--- src/rtl/exc_vector_fetch.sv ---
// ---------------------------------------------------------------------------
// ExcVectorFetch (module exc_vector_fetch)
//
// Exception-entry sequencer for the multicycle CPU. It sits directly in
// front of the memory-address mux and owns that mux's select.
//
// When an exception flag is seen in IDLE, the block does four things:
//   - latches the cause;
//   - captures EPC (pc_in minus PC_DEC);
//   - points memory at the cause's vector byte (253/254/255);
//   - waits out the memory latency and loads PC with the zero-extended byte.
// Outside an exception the control unit's select passes straight through.
//
// Parameters:
//   MEM_LAT      memory read latency in cycles (>= 1); number of FETCH cycles
//   PC_DEC       amount subtracted from the already-incremented pc_in
//
// Ports:
//   clk          system clock, rising edge
//   reset        synchronous, active-high reset
//   exc_opcode   invalid-opcode flag (highest priority)
//   exc_overflow ALU overflow flag
//   exc_div0     divide-by-zero flag (lowest priority)
//   sel_in       memory-address select from the control unit
//   pc_in        current PC register value
//   mem_data_in  memory read data (low byte is the vector target)
//   mem_addr_sel select to the memory-address mux
//   epc_out      EPC value to write
//   epc_write    EPC register write enable (one cycle, in SAVE)
//   pc_out       new PC value (non-zero only in LOAD)
//   pc_write     PC write enable (one cycle, in LOAD)
//   exc_cause    latched cause: 0 none, 1 opcode, 2 overflow, 3 div0
//   busy         high while a sequence is active; control unit must stall
// ---------------------------------------------------------------------------
module exc_vector_fetch #(
  parameter int MEM_LAT = 1,
  parameter int PC_DEC  = 4
) (
  input  logic        clk,
  input  logic        reset,
  input  logic        exc_opcode,
  input  logic        exc_overflow,
  input  logic        exc_div0,
  input  logic [2:0]  sel_in,
  input  logic [31:0] pc_in,
  input  logic [31:0] mem_data_in,
  output logic [2:0]  mem_addr_sel,
  output logic [31:0] epc_out,
  output logic        epc_write,
  output logic [31:0] pc_out,
  output logic        pc_write,
  output logic [1:0]  exc_cause,
  output logic        busy
);

  // The counter must hold MEM_LAT-1; keep at least one bit for MEM_LAT=1.
  localparam int CW = (MEM_LAT > 1) ? $clog2(MEM_LAT) : 1;

  typedef enum logic [1:0] {
    IDLE  = 2'd0,
    SAVE  = 2'd1,
    FETCH = 2'd2,
    LOAD  = 2'd3
  } state_t;

  state_t          state_q, state_d;
  logic [31:0]     epc_q, epc_d;
  logic [1:0]      cause_q, cause_d;
  logic [CW-1:0]   cnt_q, cnt_d;
  logic [2:0]      vec_sel;

  // Only the vector byte is used; the upper data bits are intentionally dropped.
  logic unused_mem_bits;
  assign unused_mem_bits = ^mem_data_in[31:8];

  // State, EPC, cause and FETCH counter registers. Reset clears EPC and cause,
  // so a reset in the middle of a sequence leaves no partial exception state.
  always_ff @(posedge clk) begin
    if (reset) begin
      state_q <= IDLE;
      epc_q   <= 32'd0;
      cause_q <= 2'd0;
      cnt_q   <= '0;
    end else begin
      state_q <= state_d;
      epc_q   <= epc_d;
      cause_q <= cause_d;
      cnt_q   <= cnt_d;
    end
  end

  // Mux select for the vector byte of the latched cause:
  // select 2/3/4 addresses bytes 253/254/255.
  always_comb begin
    vec_sel = 3'd0;
    unique case (cause_q)
      2'd1:    vec_sel = 3'd2;
      2'd2:    vec_sel = 3'd3;
      2'd3:    vec_sel = 3'd4;
      default: vec_sel = 3'd0;
    endcase
  end

  // Next-state and output logic. While busy, sel_in and all exception flags
  // are ignored; a flag still high on return to IDLE starts a fresh sequence.
  always_comb begin
    state_d      = state_q;
    epc_d        = epc_q;
    cause_d      = cause_q;
    cnt_d        = cnt_q;
    mem_addr_sel = sel_in;
    epc_write    = 1'b0;
    pc_write     = 1'b0;
    pc_out       = 32'd0;
    busy         = 1'b0;

    unique case (state_q)
      IDLE: begin
        if (exc_opcode || exc_overflow || exc_div0) begin
          state_d = SAVE;
          epc_d   = pc_in - 32'(PC_DEC);
          if (exc_opcode) begin
            cause_d = 2'd1;
          end else if (exc_overflow) begin
            cause_d = 2'd2;
          end else begin
            cause_d = 2'd3;
          end
        end
      end

      SAVE: begin
        busy         = 1'b1;
        epc_write    = 1'b1;
        mem_addr_sel = vec_sel;
        cnt_d        = CW'(MEM_LAT - 1);
        state_d      = FETCH;
      end

      // The counter is loaded with MEM_LAT-1 and leaves at zero,
      // so FETCH lasts exactly MEM_LAT cycles.
      FETCH: begin
        busy         = 1'b1;
        mem_addr_sel = vec_sel;
        if (cnt_q == '0) begin
          state_d = LOAD;
        end else begin
          cnt_d = cnt_q - CW'(1);
        end
      end

      LOAD: begin
        busy         = 1'b1;
        mem_addr_sel = vec_sel;
        pc_out       = {24'd0, mem_data_in[7:0]};
        pc_write     = 1'b1;
        state_d      = IDLE;
      end

      default: state_d = IDLE;
    endcase
  end

  assign epc_out   = epc_q;
  assign exc_cause = cause_q;

endmodule

--- config.mk ---
export PLATFORM = sky130hd
export DESIGN_NAME = exc_vector_fetch
export DESIGN_NICKNAME = d
export VERILOG_FILES = /design/src/rtl/exc_vector_fetch.sv
export SDC_FILE = /design/constraint.sdc
export NUM_CORES = 1
export LEC_CHECK = 0
export ABC_AREA = 1
export CORE_AREA = 10 10 99 101
export DETAILED_ROUTE_END_ITERATION = 8
export DIE_AREA = 0 0 109 111
export PLACE_DENSITY = 0.71
export SLEW_MARGIN = 20
export SYNTH_ARGS = -nofsm -noshare
export SYNTH_HDL_FRONTEND = slang
export SYNTH_SLANG_ARGS = --single-unit
export TNS_END_PERCENT = 1
--- constraint.sdc ---
create_clock -name clk -period 1.3 [get_ports clk]
set_clock_uncertainty 0.1 [all_clocks]
set_input_delay 0.13 -clock clk [delete_from_list [all_inputs] [get_ports clk]]
set_output_delay 0.13 -clock clk [all_outputs]
set_load 0.01 [all_outputs]
# Word level (Yosys, flattened, before mapping)
# Index checks and enable logic that the tools add are counted.
[word_totals] out_inout_bits=72 ff_bits=37
[classes] add_sub_neg=2 n_eq_ne=8 reduce_logical=7 mux=13
[op_table] op="subtractor 32 x 3 -> 32 bit (second input constant)" count=1
[op_table] op="one-hot mux 3 bit (3 select lines)" count=1
[op_table] op="equality test 2 bit (second input constant)" count=4
[op_table] op="2-to-1 mux 8 bit" count=1
[op_table] op="one-hot mux 2 bit (4 select lines)" count=1
[op_table] op="2-to-1 mux 2 bit" count=3
[op_table] op="2-to-1 mux 1 bit" count=5
[op_table] op="equality test 2 x 1 -> 1 bit (second input constant)" count=2
[op_table] op="!= test 2 bit (second input constant)" count=2
[op_table] op="AND reduction 2 bit" count=2
[op_table] op="2-to-1 mux 3 bit" count=1
[op_table] op="OR reduction 3 bit" count=1
[op_table] op="zero test 2 bit" count=1
[op_table] op="logical OR 1 bit" count=2
[op_table] op="one-hot mux 1 bit (2 select lines)" count=1
[op_table] op="nonzero test 2 bit" count=1
[op_table] op="subtractor 1 bit (second input constant)" count=1

# Longest topological paths before layout
# Gate-level depths: netlist of run 1.
[depth] word_depth=4 depth_mapped=10

# Worst setup path after synthesis of run 1
# OpenSTA, ideal clock, no wires.
[synth_path] kind="register to register" startpoint="reg state_q[0]" endpoint="reg epc_q[23] (netlist: epc_out[23])" t_arrival_ns=1.258 n_path_buf=1 slack_ns=-0.175 path_stages_with_launch=9 cell_sequence="dfxtp_1 -> inv_1 -> ha_1 -> inv_1 -> a31oi_4 -> buf_2 -> o21ai_1 -> nor2_1 -> nor2_1"
[synth_between] elab_chain_len=2
[synth_lines] item="start: declaration" line="66" text="state_t state_q, state_d;"
[synth_lines] item="start signal: assignment" line="85" text="state_q <= state_d;"
[synth_lines] item="zero test 2 bit" line="117" text="unique case (state_q)"
[synth_lines] item="AND reduction 2 bit (no line)"
[synth_lines] item="end signal: assignment" line="86" text="epc_q <= epc_d;"
[synth_lines] item="end: declaration" line="67" text="logic [31:0] epc_q, epc_d;"
# No other way between the ends.
# A chain may end at the register's enable or synchronous reset.

# Worst setup path after layout of run 1
[layout_path] startpoint="reg state_q[1]" endpoint="reg epc_q[16] (netlist: epc_out[16])"
# Same word-level chain as after synthesis.

==> results of run 1 <==
per-layer routing:
layer	track usage, %	share of wire (%)	up-vias
li1	-	-	1610
met1	18.0	41	1380
met2	26.9	50	104
met3	4.59	8.3	10
met4	2.20	0.92	0
met5	0	0	-
layout by cell type, fill, tap and decap left out, types with 2 or more instances in the layout:
cell type                         instances
sky130_fd_sc_hd__o21ai_2                 16
sky130_fd_sc_hd__nand4_1                  4
sky130_fd_sc_hd__o21bai_2                 2
sky130_fd_sc_hd__dfxtp_4                  2
sky130_fd_sc_hd__dlygate4sd2_1           33
sky130_fd_sc_hd__clkdlybuf4s50_1         46
sky130_fd_sc_hd__clkbuf_8                 5
sky130_fd_sc_hd__nand2_1                 83
sky130_fd_sc_hd__buf_16                   4
sky130_fd_sc_hd__nor2_1                  70
sky130_fd_sc_hd__dfxtp_1                 33
sky130_fd_sc_hd__o21ai_0                  3
sky130_fd_sc_hd__buf_12                   7
sky130_fd_sc_hd__a21oi_1                 13
sky130_fd_sc_hd__buf_4                   64
sky130_fd_sc_hd__o21bai_1                 2
sky130_fd_sc_hd__o21ai_1                 14
sky130_fd_sc_hd__nand3_1                 18
sky130_fd_sc_hd__nor2_4                   8
sky130_fd_sc_hd__ha_1                     3
sky130_fd_sc_hd__nor2_2                  12
sky130_fd_sc_hd__nand2_4                  2
sky130_fd_sc_hd__xor2_1                  10
sky130_fd_sc_hd__nand2_2                  6
sky130_fd_sc_hd__inv_1                   65
sky130_fd_sc_hd__buf_6                   12
sky130_fd_sc_hd__inv_4                    3
sky130_fd_sc_hd__conb_1                  24
sky130_fd_sc_hd__a21oi_2                  6
sky130_fd_sc_hd__inv_2                    2
sky130_fd_sc_hd__ha_4                     4
sky130_fd_sc_hd__buf_2                    8
state kept, by name (all words and copies together), names as in the netlist:
register / cells
state_q: 2
exc_cause: 2
epc_out: 32
metrics by stage:
stage | power (uW) | utilization (%) | worst slack, ns | std cells
after floorplan | 3080 | - | -0.0864 | 452
after global placement | 4680 | 52.1 | -0.538 | 681
after detailed placement | 4730 | 52.1 | -0.555 | 681
after CTS | 6470 | 56.6 | -0.254 | 703
after global routing | 7250 | 58.6 | -0.367 | 707
final | 6790 | 58.6 | -0.279 | 707
cell type report:
class                      instances  area, um2
inverter                          72        285
fill                             745       3300
multi-input combinational        309       1710
sequential                        36        729
clock inverter                     3       42.5
timing repair buffer             177       1700
tap                              105        131
clock buffer                       5       68.8
logic make-up (layout without fill, tap and decap cells):
kind of cell	after synthesis	count (layout)
and+or+nand+nor	208	208
other	1	24
DFF	36	36
adders and majority gates	8	8
buffers and inverters	107	257
xor gates and xnor gates	10	10
AOI/OAI and AO/OA	59	59
final timing paths:
path	slack (ns)	cells past startpoint	end	from
setup reg to reg	-0.28	9	epc_out[16]	state_q[1]
hold reg to reg	0.41	2	epc_out[14]	epc_out[14]
hold / removal	0.27	3	epc_out[13]	pc_in[13]
setup / recovery	-0.28	9	epc_out[16]	state_q[1]
where the power goes:
part / total (uW) / leakage [uW] / switching (uW) / internal (uW)
clock: 1020 / 0.0000541 / 448 / 568
sequential: 1690 / 0.000301 / 227 / 1470
combinational: 4080 / 0.00212 / 1880 / 2210
total: 6790 / 0.00247 / 2550 / 4240
worst max-delay path, stage by stage, from the launching register on:
cell and delay (ns):
sky130_fd_sc_hd__dfxtp_4 0.36, sky130_fd_sc_hd__inv_4 0.07, sky130_fd_sc_hd__ha_4 0.15, sky130_fd_sc_hd__inv_4 0.04, sky130_fd_sc_hd__a31oi_4 0.24, sky130_fd_sc_hd__buf_6 0.18, sky130_fd_sc_hd__buf_12 0.13, sky130_fd_sc_hd__o21ai_2 0.06
sky130_fd_sc_hd__o21bai_1 0.16, sky130_fd_sc_hd__inv_1 0.05
what timing repair did:
| action | in CTS | in global routing |
|---|---|---|
| pin swaps | 11 | 11 |
| hold buffers | 0 | 0 |
| buffers inserted | 10 | 3 |
| gates cloned | 4 | 1 |
| gates resized for setup | 146 | 41 |
| setup endpoints to repair | 82 | 51 |
==> results.md, run 1 <==
- **final count of negative-setup-slack endpoints** 50
- **share of synthesized area occupied by flip-flops and latches** 27.0%
- **vias after detailed routing** 3104
- **TritonCTS buffer count** 5
- **Placed Area** 0.00415 mm2
- **antenna-violating nets left** 0
- **number of buffer cells added on primary ports** 95
- **count of routing violations after the opening detailed-route iteration** 131
- **run status** complete, but fails checks
- **power density of the placed cells** 1450 mW/mm2
- **count of flip-flops with a built-in enable after synthesis** 0
- **overall routed net length** 9920 um
- **post-detailed-route DRC marker count** 0
- **crit path DAT** 1.72 ns
- **IR drop worst, VDD** 0.671 mV
- **number of max-slew violations in the final report** 0
- **path category of the worst min-delay check** input port to register
- **max_cap viols** 0
- **number of antenna violations at the first check in global routing** 0
- **starting density of the core** 33.5%
- **TritonCTS Sinks** 36
- **RSZ-0062 raised after global routing** true
- **synth-to-layout area growth** 74.9%
- **part of the cycle the worst path needs** 121%
- **Synth cell types** 32
- **DP HPWL** 7590 um
- **share of the synthesized netlist area taken by xor and xnor gates** 3.28%
- **Synth Area in Compound Gates** 12.6%
- **post-synthesis cell count** 429
- **final total negative setup slack** -9.94 ns
- **number of ports placed on the die boundary** 144
- **async set-reset flop share out of synthesis** 0%
- **worst hold slack across all endpoints** 0.269 ns
- **DIE AREA** 0.0121 mm2
- **crit-path max FO** 6
- **total number of placement rows** 33
- **standard cell core area** 0.00797 mm2
- **area of the mapped netlist** 0.00267 mm2
- **wire length of the first global-routing pass** 15300 um
- **Max clock buf depth** 2
- **latest clock arrival within the worst-skew pair** 0.29 ns
- **TritonCTS clock tree** built
- **Placer Congestion** 0.925
- **crit end category** register
- **leakage power** 0.00247 uW
- **top cell type by total area after synthesis** sky130_fd_sc_hd__dfxtp_1
- **total congestion overflow** 0
- **failing checks** negative setup slack
- **die height** 111 um
- **cells taking the most area after synthesis** sky130_fd_sc_hd__dfxtp_1, sky130_fd_sc_hd__nand2_1, sky130_fd_sc_hd__nor2_1, sky130_fd_sc_hd__inv_1, sky130_fd_sc_hd__buf_4
- **most numerous cell in the Yosys netlist** sky130_fd_sc_hd__nand2_1
- **CP startpoint kind** register
- **x dimension of the die** 109 um
- **Synth Area in Simple Gates** 34.2%
- **Pre-antenna DRT Iters** 4
- **H-tree lvl count** 2
- **number of antenna diodes** 0
- **Worst Slack Setup Final** -0.279 ns
- **routed wirelength normalized by instance count** 14.0 um
- **final critical path time including I/O delays and setup** 1.58 ns
- **share of layout cells above drive strength 1** 28.9%
- **Yosys top cell area share** 27.0%
- **final layout net count** 681
- **cell area after layout** 0.00467 mm2
- **average instance area after synthesis** 6.22 um2
- **global router's overall resource usage** 15.3%
- **maximum number of pins on one net before global-route repair** 16
- **largest family of logic cells by synthesized area** simple AND/OR/NAND/NOR gates
- **cell types with the highest counts after synthesis** sky130_fd_sc_hd__nand2_1, sky130_fd_sc_hd__nor2_1, sky130_fd_sc_hd__inv_1
- **Reg clk slew, reported paths** 0.08 ns
- **required arrival time at the worst endpoint** 1.44 ns
- **area share of fa/ha/maj cells after synthesis** 3.75%
- **maximum clock rate** 0.633 GHz
- **multiplexer area fraction after synthesis** 0%
- **dominant synthesized flop cell** sky130_fd_sc_hd__dfxtp_1
- **Setup CP Type** register to register
- **via density per instance** 4.39
- **clock tree root driver cell** sky130_fd_sc_hd__clkbuf_8
- **number of synthesized register bits** 36
- **number of global-route vias before repair** 3147
- **number of hold violations in the final report** 0
- **YS warnings** 0
Note: power is estimated with default switching activity, not from simulation.
==> run 2: changes to the inputs <==
--- a/config.mk
+++ b/config.mk
@@ -5,11 +5,10 @@
 export SDC_FILE = /design/constraint.sdc
 export NUM_CORES = 1
 export LEC_CHECK = 0
-export ABC_AREA = 1
-export CORE_AREA = 10 10 99 101
+export CORE_AREA = 10 10 94 96
 export DETAILED_ROUTE_END_ITERATION = 8
-export DIE_AREA = 0 0 109 111
-export PLACE_DENSITY = 0.71
+export DIE_AREA = 0 0 104 106
+export PLACE_DENSITY = 0.72
 export SLEW_MARGIN = 20
 export SYNTH_ARGS = -nofsm -noshare
 export SYNTH_HDL_FRONTEND = slang
==> results.md, run 2 <==
- **run status** complete, but fails checks
- **failing checks** negative setup slack
- **crit end category** register
- **DIE AREA** 0.0110 mm2
- **number of ports placed on the die boundary** 144
- **final critical path time including I/O delays and setup** 1.69 ns
- **final total negative setup slack** -9.70 ns
- **fraction of power consumed by the clock network** 16.8%
- **RSZ-0062 raised after global routing** true
- **H-tree lvl count** 2
- **number of max-slew violations in the final report** 0
- **async set-reset flop share out of synthesis** 0%
- **TritonCTS Sinks** 36
- **cells taking the most area after synthesis** sky130_fd_sc_hd__dfxtp_1, sky130_fd_sc_hd__buf_4, sky130_fd_sc_hd__a311oi_1, sky130_fd_sc_hd__nor2_1, sky130_fd_sc_hd__ha_1
- **number of synthesized register bits** 36
- **count of routing violations after the opening detailed-route iteration** 93
- **sequential group share of total power** 28.8%
- **Worst Slack Setup Final** -0.387 ns
- **post-synthesis cell count** 262
- **Max clock buf depth** 2
- **leakage power** 0.00184 uW
- **cell area after layout** 0.00415 mm2
- **power dissipated by switching net loads** 2150 uW
- **DP HPWL** 6070 um
- **maximum number of pins on one net before global-route repair** 37
- **dominant synthesized flop cell** sky130_fd_sc_hd__dfxtp_1
- **number of buffer cells added on primary ports** 95
- **worst hold slack across all endpoints** 0.0705 ns
- **maximum clock rate** 0.593 GHz
- **total number of placement rows** 31
- **TritonCTS clock tree** built
- **starting density of the core** 31.5%
- **final count of negative-setup-slack endpoints** 48
- **x dimension of the die** 104 um
- **area of the mapped netlist** 0.00222 mm2
- **crit path DAT** 1.78 ns
- **routed wirelength normalized by instance count** 15.7 um
- **required arrival time at the worst endpoint** 1.39 ns
- **Synth cell types** 38
- **share of synthesized area occupied by flip-flops and latches** 32.4%
- **power density of the placed cells** 1400 mW/mm2
- **Yosys top cell area share** 32.4%
- **overall routed net length** 8420 um
- **number of antenna diodes** 0
- **max_cap viols** 0
- **flip-flop count of the largest register after layout** 32
- **Placer Congestion** 0.802
- **standard cell core area** 0.00706 mm2
- **average instance area after synthesis** 8.49 um2
- **most numerous cell in the Yosys netlist** sky130_fd_sc_hd__nor2_1
- **highest-count cells in the layout ignoring fill and taps** sky130_fd_sc_hd__buf_4, sky130_fd_sc_hd__dlygate4sd2_1, sky130_fd_sc_hd__nor2_1
- **crit-path max FO** 5
- **Setup CP Type** input port to register
- **synth-to-layout area growth** 86.5%
- **placed cell count** 512
- **top cell type by total area after synthesis** sky130_fd_sc_hd__dfxtp_1
- **share of layout cells above drive strength 1** 41.7%
- **die height** 106 um
- **wire length of the first global-routing pass** 13300 um
- **Reg clk slew, reported paths** 0.07 ns
- **count of flip-flops with a built-in enable after synthesis** 0
- **via density per instance** 4.87
- **TritonCTS buffer count** 5
- **global router's overall resource usage** 14.1%
- **post-detailed-route DRC marker count** 0
- **part of the cycle the worst path needs** 130%
- **cell types with the highest counts after synthesis** sky130_fd_sc_hd__nor2_1, sky130_fd_sc_hd__dfxtp_1, sky130_fd_sc_hd__buf_4
- **IR drop worst, VDD** 0.729 mV
- **vias after detailed routing** 2608
- **latest clock arrival within the worst-skew pair** 0.28 ns
- **path category of the worst min-delay check** input port to register
- **number of hold violations in the final report** 0
- **number of global-route vias before repair** 2776
- **Pre-antenna DRT Iters** 4
- **CP startpoint kind** input port
- **combinational group share of total power** 54.4%
- **final layout net count** 515
- **YS warnings** 0
- **P_int** 3650 uW
- **number of antenna violations at the first check in global routing** 0
- **switching power as a share of total power** 37.1%
- **Layout Cells excl Fill** 535
- **clock tree root driver cell** sky130_fd_sc_hd__clkbuf_8
- **most common cell after layout, fill and taps aside** sky130_fd_sc_hd__buf_4
- **Placed Area** 0.00375 mm2
- **total congestion overflow** 0
- **antenna-violating nets left** 0
[run 2: cell types whose count changed in the layout (fill, tap and decap cells not counted), sizes merged, moves of 15 or more]
cell           previous run  this run
nor2                     91        39
clkdlybuf4s50            46        20
inv                      71         7
a311oi                    0        18
nand2                    91         4
buf                      95       110
a21oi                    19         3
o21ai                    33         7
[run 2: logic make-up after synthesis]
group	share of synthesized area, %
multiplexers	1.91
XOR/XNOR	3.94
buffers and inverters	12.1
AND/OR/NAND/NOR	26.7
adder cells (fa/ha/maj)	4.50
AO/OA/AOI/OAI	18.2
flip-flops	32.4
other	0.169
[run 2: area by class of cell]
class	instances	area (um2)
multi-input cells	203	1570
inverters	7	26.3
flip-flops and latches	36	726
well taps	99	124
repair buffers	182	1600
clock buffers	6	72.6
fillers	641	2910
clock inverters	2	35.0
[run 2: final timing paths]
path	depth (start not counted)	slack, ns	end	from
worst min register to register	2	0.39	epc_out[5]	epc_out[5]
worst max-delay path	5	-0.39	epc_out[21]	pc_in[3]
worst max register to register	7	-0.34	epc_out[20]	state_q[1]
worst min-delay path	3	0.07	epc_out[7]	pc_in[7]
[run 2: timing repair]
action | 4_1_cts | 5_1_grt
setup endpoints to repair | 84 | 51
pin swaps | 49 | 13
hold buffers | 1 | 0
resized for setup | 203 | 40
buffers inserted | 6 | 5
cloned | 2 | 1
endpoints found under the hold margin | 1 | 0
[run 2: stage by stage]
step | setup WS, ns | power [uW] | util (%)
after floorplan | -0.465 | 2970 | -
final | -0.387 | 5800 | 58.8
after global routing | -0.443 | 6220 | 58.8
after global placement | -1.02 | 4580 | 53.1
after detailed placement | -1.11 | 4650 | 53.1
after CTS | -0.376 | 5550 | 56.5
[run 2: power groups by stage]
stage | combinational (uW) | sequential [uW] | clock (uW)
finish | 3160 | 1670 | 976
global route | 3440 | 1720 | 1060
CTS | 2880 | 1660 | 1000
detailed placement | 2970 | 1680 | 0
global placement | 2900 | 1680 | 0
floorplan | 1140 | 1830 | 0
[run 2: worst max-delay path, stage by stage]
cell,delay (ns)
sky130_fd_sc_hd__buf_6,0.10
sky130_fd_sc_hd__or4_4,0.56
sky130_fd_sc_hd__or3_4,0.39
sky130_fd_sc_hd__or3_1,0.38
sky130_fd_sc_hd__a311oi_1,0.22
[run 2: per-layer routing]
| metal | vias to the layer above | track usage (%) | part of all wire (%) |
|---|---|---|---|
| li1 | 1272 | - | - |
| met1 | 1215 | 16.1 | 44 |
| met2 | 109 | 25.5 | 49 |
| met3 | 12 | 4.23 | 5.7 |
| met4 | 0 | 2.98 | 1.1 |
| met5 | - | 0 | 0 |
==> run 3: changes to the inputs <==
--- a/config.mk
+++ b/config.mk
@@ -9,6 +9,7 @@
 export DETAILED_ROUTE_END_ITERATION = 8
 export DIE_AREA = 0 0 104 106
 export PLACE_DENSITY = 0.72
+export SETUP_SLACK_MARGIN = 0.02
 export SLEW_MARGIN = 20
 export SYNTH_ARGS = -nofsm -noshare
 export SYNTH_HDL_FRONTEND = slang
==> results.md, run 3 (synthesis results as in run 2) <==
- **part of the cycle the worst path needs** 130%
- **leakage power** 0.00184 uW
- **Worst Slack Setup Final** -0.388 ns
- **worst r2r src** state_q[1]
- **final count of negative-setup-slack endpoints** 48
- **TritonCTS clock tree** built
- **DIE AREA** 0.0110 mm2
- **vias after detailed routing** 2607
- **total congestion overflow** 0
- **IR drop worst, VDD** 0.730 mV
- **crit end category** register
- **Min-Delay Path Depth** 3
- **launch instance of the worst min-delay path** pc_in[7]
- **Slowest Stage Delay on Critical Path** 0.57 ns
- **cell-by-cell listing of the critical path** buf_6 -> or4_4 -> or3_4 -> or3_1 -> a311oi_1
- **total number of placement rows** 31
- **number of cells traversed by the worst register-to-register path** 7
- **R2R Setup Slk** -0.33 ns
- **worst hold slack across all endpoints** 0.0725 ns
- **CP startpoint kind** input port
- **via density per instance** 4.87
- **run status** complete, but fails checks
- **number of antenna violations at the first check in global routing** 0
- **routed wirelength normalized by instance count** 15.7 um
- **synth-to-layout area growth** 86.6%
- **clock tree root driver cell** sky130_fd_sc_hd__clkbuf_8
- **number of antenna diodes** 0
- **final layout net count** 515
- **maximum clock rate** 0.592 GHz
- **Reg clk slew, reported paths** 0.08 ns
- **Filler cells** 641
- **starting density of the core** 31.5%
- **number of global-route vias before repair** 2776
- **Hold Crit Endpoint** epc_out[7]
- **count of routing violations after the opening detailed-route iteration** 94
- **antenna-violating nets left** 0
- **required arrival time at the worst endpoint** 1.40 ns
- **reg2reg end** epc_out[20]
- **die height** 106 um
- **number of ports placed on the die boundary** 144
- **power density of the placed cells** 1400 mW/mm2
- **number of buffer cells added on primary ports** 95
- **share of layout cells above drive strength 1** 41.7%
- **max_cap viols** 0
- **RSZ-0062 raised after global routing** true
- **number of max-slew violations in the final report** 0
- **x dimension of the die** 104 um
- **standard cell core area** 0.00706 mm2
- **path category of the worst min-delay check** input port to register
- **failing checks** negative setup slack
- **post-detailed-route DRC marker count** 0
- **DP HPWL** 6070 um
- **final critical path time including I/O delays and setup** 1.69 ns
- **Setup CP Type** input port to register
- **most common cell after layout, fill and taps aside** sky130_fd_sc_hd__buf_4
- **crit-path max FO** 5
- **TritonCTS buffer count** 5
- **number of hold violations in the final report** 0
- **Pre-antenna DRT Iters** 4
- **H-tree lvl count** 2
- **crit path DAT** 1.78 ns
- **maximum number of pins on one net before global-route repair** 37
- **Critical-path top delay cell** sky130_fd_sc_hd__or4_4
- **overall routed net length** 8410 um
- **wire length of the first global-routing pass** 13300 um
- **Overall Power** 5800 uW
- **latest clock arrival within the worst-skew pair** 0.28 ns
- **TritonCTS Sinks** 36
- **Placer Congestion** 0.802
- **global router's overall resource usage** 14.1%
- **highest-count cells in the layout ignoring fill and taps** sky130_fd_sc_hd__buf_4, sky130_fd_sc_hd__dlygate4sd2_1, sky130_fd_sc_hd__nor2_1
- **flip-flop count of the largest register after layout** 32
- **Max clock buf depth** 2
run 3: how the worst max path moves through the flow:
stage	startpoint	end	cells after the start
after floorplan	pc_in[9]	epc_out[27]	5
after global placement	pc_in[7]	epc_out[22]	7
after detailed placement	pc_in[7]	epc_out[23]	7
after CTS	pc_in[6]	epc_out[29]	7
after global routing	pc_in[3]	epc_out[21]	5
final	pc_in[3]	epc_out[21]	5
run 3: per-stage QoR:
stage	setup slack, ns	instances	area (um2)	setup TNS, ns	util (%)
3_5_place_dp	-1.11	512	3750	-31.39	53.1
3_3_place_gp	-1.02	512	3750	-29.59	53.1
4_1_cts	-0.376	529	3990	-9.46	56.5
2_1_floorplan	-0.465	285	2330	-13.89	-
5_1_grt	-0.443	535	4150	-12.64	58.8
6_report	-0.388	535	4150	-9.69	58.8
run 3: worst max-delay path: cells and delay by family:
| kind | cells | cell delay [ns] |
|---|---|---|
| buffers and inverters | 1 | 0.10 |
| AOI/OAI and AO/OA | 1 | 0.23 |
| and+or+nand+nor | 3 | 1.34 |
run 3: cell type report:
class | instances | area (um2) | share of cell area, %
multi-input combinational | 203 | 1570 | 37.8
tap | 99 | 124 | 2.98
inverter | 7 | 26.3 | 0.633
clock buffer | 6 | 72.6 | 1.75
timing repair buffer | 182 | 1600 | 38.5
sequential | 36 | 726 | 17.5
clock inverter | 2 | 35.0 | 0.844
run 3: power breakdown:
| group | internal, uW | switching [uW] | leakage (uW) | total, uW |
|---|---|---|---|---|
| combinational | 1610 | 1550 | 0.00148 | 3160 |
| clock | 569 | 410 | 0.0000552 | 979 |
| sequential | 1470 | 196 | 0.000301 | 1670 |
run 3: repair_timing:
action,CTS,global route
hold buffers,1,0
pin swaps,50,14
cloned,2,1
hold endpoints to repair,1,0
resized for setup,203,41
setup endpoints to repair,84,51
buffers inserted,6,5
run 3: routing by layer:
layer	track usage [%]	wire, um
met3	4.23	457
met1	16.1	3680
met4	2.98	93
met2	25.5	4190
met5	0	0
==> RTL edit 1 (settings of run 1) <==
`MEM_LAT`: 1 -> 2. Comments in the files are not updated.
--- a/src/rtl/exc_vector_fetch.sv
+++ b/src/rtl/exc_vector_fetch.sv
@@ -33,7 +33,7 @@
 //   busy         high while a sequence is active; control unit must stall
 // ---------------------------------------------------------------------------
 module exc_vector_fetch #(
-  parameter int MEM_LAT = 1,
+  parameter int MEM_LAT = 2,
   parameter int PC_DEC  = 4
 ) (
   input  logic        clk,
Check against the original RTL: not equivalent (Yosys sat finds a counterexample within 4 cycles, from zero or initial values and one cycle with reset high).
==> RTL edit 1 against run 1 <==
The run still ends with setup timing left. Cell count shrank 0.28%. Synthesized cell count rose by 3.5%. Utilization is 1.9 points lower. Global-route usage about the same. Fmax down 1.5%. Worst setup slack lost 24 ps. Non-clock buffer count fell by 16. Routed wire length rose by 0.17%. Sequential cell count rose by 1. Via count up 2.2%. Final area down 3.3%. Power rose by 6.4%. Area after synthesis is 2.5% higher.
==> RTL edit 1: results (changes against run 1) <==
Fin Hold WS=250 ps (-18.4 ps); failing checks=setup timing; Clock Pin Slew Worst Setup and Hold Paths=80 ps (about the same); max layer used=met4; DR iter-0 viols=147 (+12%); clock-cell share of area=0.0258 (+0.00191); Via density=4.50 (+2.5%); status=finished with violations; Worst Setup SP=state_q[0]$_SDFFE_PP0P_; GRT Resource Usage Total=0.154 (+0.000289); Fillers=776 (+4.2%); placed cell count=685 (+0.59%); Async SR Flop Fraction=0 (unchanged); clk_lat worst skew=300 ps; Synth top cells by count=nand2_1, nor2_1, inv_1; Hold Path Origin=pc_in[17]; reg2reg end=epc_out[15]$_SDFFE_PP0P_; Signal inverters=75 (+4.2%); NonClk Buf Share=0.338 (-0.0270); HPWL after detailed placement=7.67 mm (+1.0%); gpl congestion=0.907 (-1.9%); diode count=0 (unchanged); initial antenna violation count=0 (unchanged); pre-CTS WS=-513 ps (+41.6 ps); Final setup viols=50 (unchanged); clock buffers=7 (+2); vias in the first global route=3165 (+0.57%); final WL=9.94 mm (+0.17%); met2 GRT Util=0.270 (+0.000800); metal2 WL=4.81 mm (-2.2%); sequential area share after synthesis=0.271 (+0.000651); Hold Path Depth=5 (+2); largest net degree at the start of global routing=19 (+3); Setup WS post-layout=-304 ps (-24.3 ps); WP data arrival=1750 ps (+30 ps); Synth area leaders=dfxtp_1, nand2_1, nor2_1; maximum fanout along the worst path=8 (+2); drt wl/cell=14.1 um (+0.46%); multi-input gate share of total cell area=0.378 (+0.0115); Final Util=0.567 (-0.0192); DRT Pass-1 Iters=6 (+2); Worst VDD drop=649 uV (-3.2%); Synth Register Bits=37 (+2.8%); first-pass GRT wire length=15.3 mm (about the same); Met3 Routed Length=675 um (-18%); layout cells sized above 1=0.248 (-0.0407); non-clock buffer count=161 (-9.0%); library cells used by synthesis=27 (-16%); setup TNS=-10510 ps (-569 ps); Multi-input gate area=1710 um^2 (-0.22%); Worst Hold Endpoint=epc_out[17]$_SDFFE_PP0P_; P_leak=2.45 nW (-1.0%); sequential cell area=749 um^2 (+2.7%); met1 usage=0.179 (-0.00151)
[RTL edit 1: repair_timing]
item	4_1_cts	5_1_grt
gates resized for setup	119	44
cloned	2	3
hold buffers	0	0
buffers inserted	5	3
setup endpoints to repair	84	51
pin swaps	0	8
[RTL edit 1: power breakdown]
group / leakage [nW] / switching [mW] / internal, mW / total, mW
clock network: 0.0585 / 0.450 / 0.626 / 1.08
logic: 2.08 / 2.15 / 2.18 / 4.32
registers: 0.309 / 0.246 / 1.58 / 1.83
[RTL edit 1: logic make-up (layout without fill, tap and decap cells)]
kind of cell / count (synthesis) / after routing / synth area share
DFF: 37 / 37 / 0.271
AOI/OAI and AO/OA: 62 / 62 / 0.121
other: 1 / 24 / 0.00137
xor gates and xnor gates: 6 / 6 / 0.0192
buffers and inverters: 111 / 244 / 0.192
and+or+nand+nor: 219 / 219 / 0.359
adders and majority gates: 8 / 8 / 0.0366
==> RTL edit 2 (settings of run 1) <==
Made on the original files. Make the reset (`reset`) asynchronous in one clocked block. Comments in the files are not updated.
--- a/src/rtl/exc_vector_fetch.sv
+++ b/src/rtl/exc_vector_fetch.sv
@@ -75,7 +75,7 @@
 
   // State, EPC, cause and FETCH counter registers. Reset clears EPC and cause,
   // so a reset in the middle of a sequence leaves no partial exception state.
-  always_ff @(posedge clk) begin
+  always_ff @(posedge clk or posedge reset) begin
     if (reset) begin
       state_q <= IDLE;
       epc_q   <= 32'd0;
Behaviour: differs if reset is asserted again (counterexample within 4 cycles, from zero or initial values and one cycle with reset high); with reset held inactive, the same outputs for 10 cycles.
==> RTL edit 2 against run 1 <==
The run still ends with setup timing left. Largest power group unchanged. Power grew 2.7%. Sequential cell count stayed put. Via count shrank 11%. Routed wire length decreased by 15%. Area after synthesis decreased by 4.6%. Final area fell by 11%. Worst setup slack gained 12 ps. First-iteration DRC count fell by 9.2%.
==> RTL edit 2: results (changes against run 1) <==
Setup WS post-layout=-267 ps (+11.8 ps); layout cells sized above 1=0.219 (-0.0700); GRT Resource Usage Total=0.133 (-0.0202); Post-CTS Setup Bufs=5 (-5); post-synthesis xor/xnor area fraction=0.0344 (+0.00158); Final setup viols=50 (unchanged); Final nets=604 (-11%); gpl congestion=0.884 (-4.4%); Worst VDD drop=661 uV (-1.5%); first-pass GRT wire length=13.2 mm (-13%); Clock Pin Slew Worst Setup and Hold Paths=70 ps; library cells used by synthesis=23 (-28%); status=finished with violations; HPWL after detailed placement=6.86 mm (-9.6%); Async SR Flop Fraction=1.00 (+1.00); P_leak=2.11 nW (-15%); Synth area leaders=dfrtp_1, nand2_1, buf_4; pre-CTS WS=-520 ps (+34.6 ps); sequential area share after synthesis=0.354 (+0.0837); Fillers=772 (+3.6%); yosys warns=0 (unchanged); Synth Area in Adders=0.0393 (+0.00180); final WL=8.41 mm (-15%); Synth top cells by count=nand2_1, nor2_1, inv_1; worst min path class=primary input to asynchronous set/reset pin; largest net degree at the start of global routing=37 (+21); Via density=4.37 (-0.58%); post-synthesis compound-gate area fraction=0.0717 (-0.0543); vias in the first global route=2786 (-11%); max FFs per register=32 (unchanged); DR iter-0 viols=119 (-9.2%); H-tree lvl count=2 (unchanged); CTS resizes=126 (-14%); Area after DPL=3940 um^2 (-5.2%); Synth Flop Type=dfrtp_1; failing checks=setup timing
==> RTL edit 2: changes by cell type after synthesis, moves of 18 or more <==
| cell | run 1 | this run |
|---|---|---|
| a21oi_1 | 18 | 0 |
| dfrtp_1 | 0 | 36 |
| dfxtp_1 | 36 | 0 |
| nor2_1 | 81 | 49 |
| inv_1 | 70 | 38 |
| nand2_1 | 84 | 120 |
==> RTL edit 2: area by class of cell <==
cell class / instances / area (um^2) / area share
inverters: 41 / 166 / 0.0401
well taps: 105 / 131 / 0.0316
flip-flops and latches: 36 / 901 / 0.217
repair buffers: 155 / 1400 / 0.337
clock buffers: 6 / 72.6 / 0.0175
multi-input cells: 285 / 1450 / 0.349
clock inverters: 2 / 35.0 / 0.00843
==> RTL edit 2: kinds of logic (layout without fill, tap and decap cells) <==
| kind of cell | Yosys count | in the layout |
|---|---|---|
| xor gates and xnor gates | 10 | 10 |
| adders and majority gates | 8 | 8 |
| other | 1 | 24 |
| AOI/OAI and AO/OA | 32 | 32 |
| and+or+nand+nor | 211 | 211 |
| DFF | 36 | 36 |
| buffers and inverters | 73 | 204 |
==> RTL edit 2: through the flow <==
stage | hold slack (ps) | instances | util | setup TNS, ps
floorplan | 140 | 394 | - | -1460
global placement | 367 | 617 | 0.494 | -14460
detailed placement | 371 | 617 | 0.494 | -16360
CTS | 91.6 | 630 | 0.514 | -8540
global route | 106 | 630 | 0.521 | -11730
finish | 85.0 | 630 | 0.521 | -8670
==> RTL edit 2: metal layers <==
metal  GRT usage  part of all wire
met1       0.151              0.41
met4      0.0273            0.0070
met2       0.235              0.50
met5           0                 0
met3      0.0430             0.085
==> RTL edit 2: worst paths after layout <==
check	start	end	cells after the start	slack (ps)
setup / recovery	state_q[1]$_DFFE_PP0P_	mem_addr_sel[0]	7	-270
hold / removal	reset	state_q[1]$_DFFE_PP0P_	3	80
setup reg to reg	state_q[0]$_DFFE_PP0P_	epc_out[10]$_DFFE_PP0P_	9	-230
hold reg to reg	epc_out[21]$_DFFE_PP0P_	epc_out[21]$_DFFE_PP0P_	2	380
max in group asynchronous	reset	epc_out[6]$_DFFE_PP0P_	3	830
min in group clk	pc_in[0]	epc_out[0]$_DFFE_PP0P_	3	280
==> RTL edit 2: critical path, stage by stage, from the launching register on <==
cell,delay (ps)
dfrtp_1,420
buf_6,140
inv_4,60
ha_4,160
inv_2,40
nand2_1,50
nand2_1,40
buf_2,130
==> RTL edit 2: report_power, final <==
| group | total, mW | leakage, nW | internal (mW) | switching [mW] |
|---|---|---|---|---|
| registers | 1.98 | 0.437 | 1.68 | 0.300 |
| clock network | 0.987 | 0.0552 | 0.569 | 0.418 |
| logic | 4.01 | 1.62 | 1.98 | 2.03 |
| total | 6.98 | 2.11 | 4.23 | 2.75 |
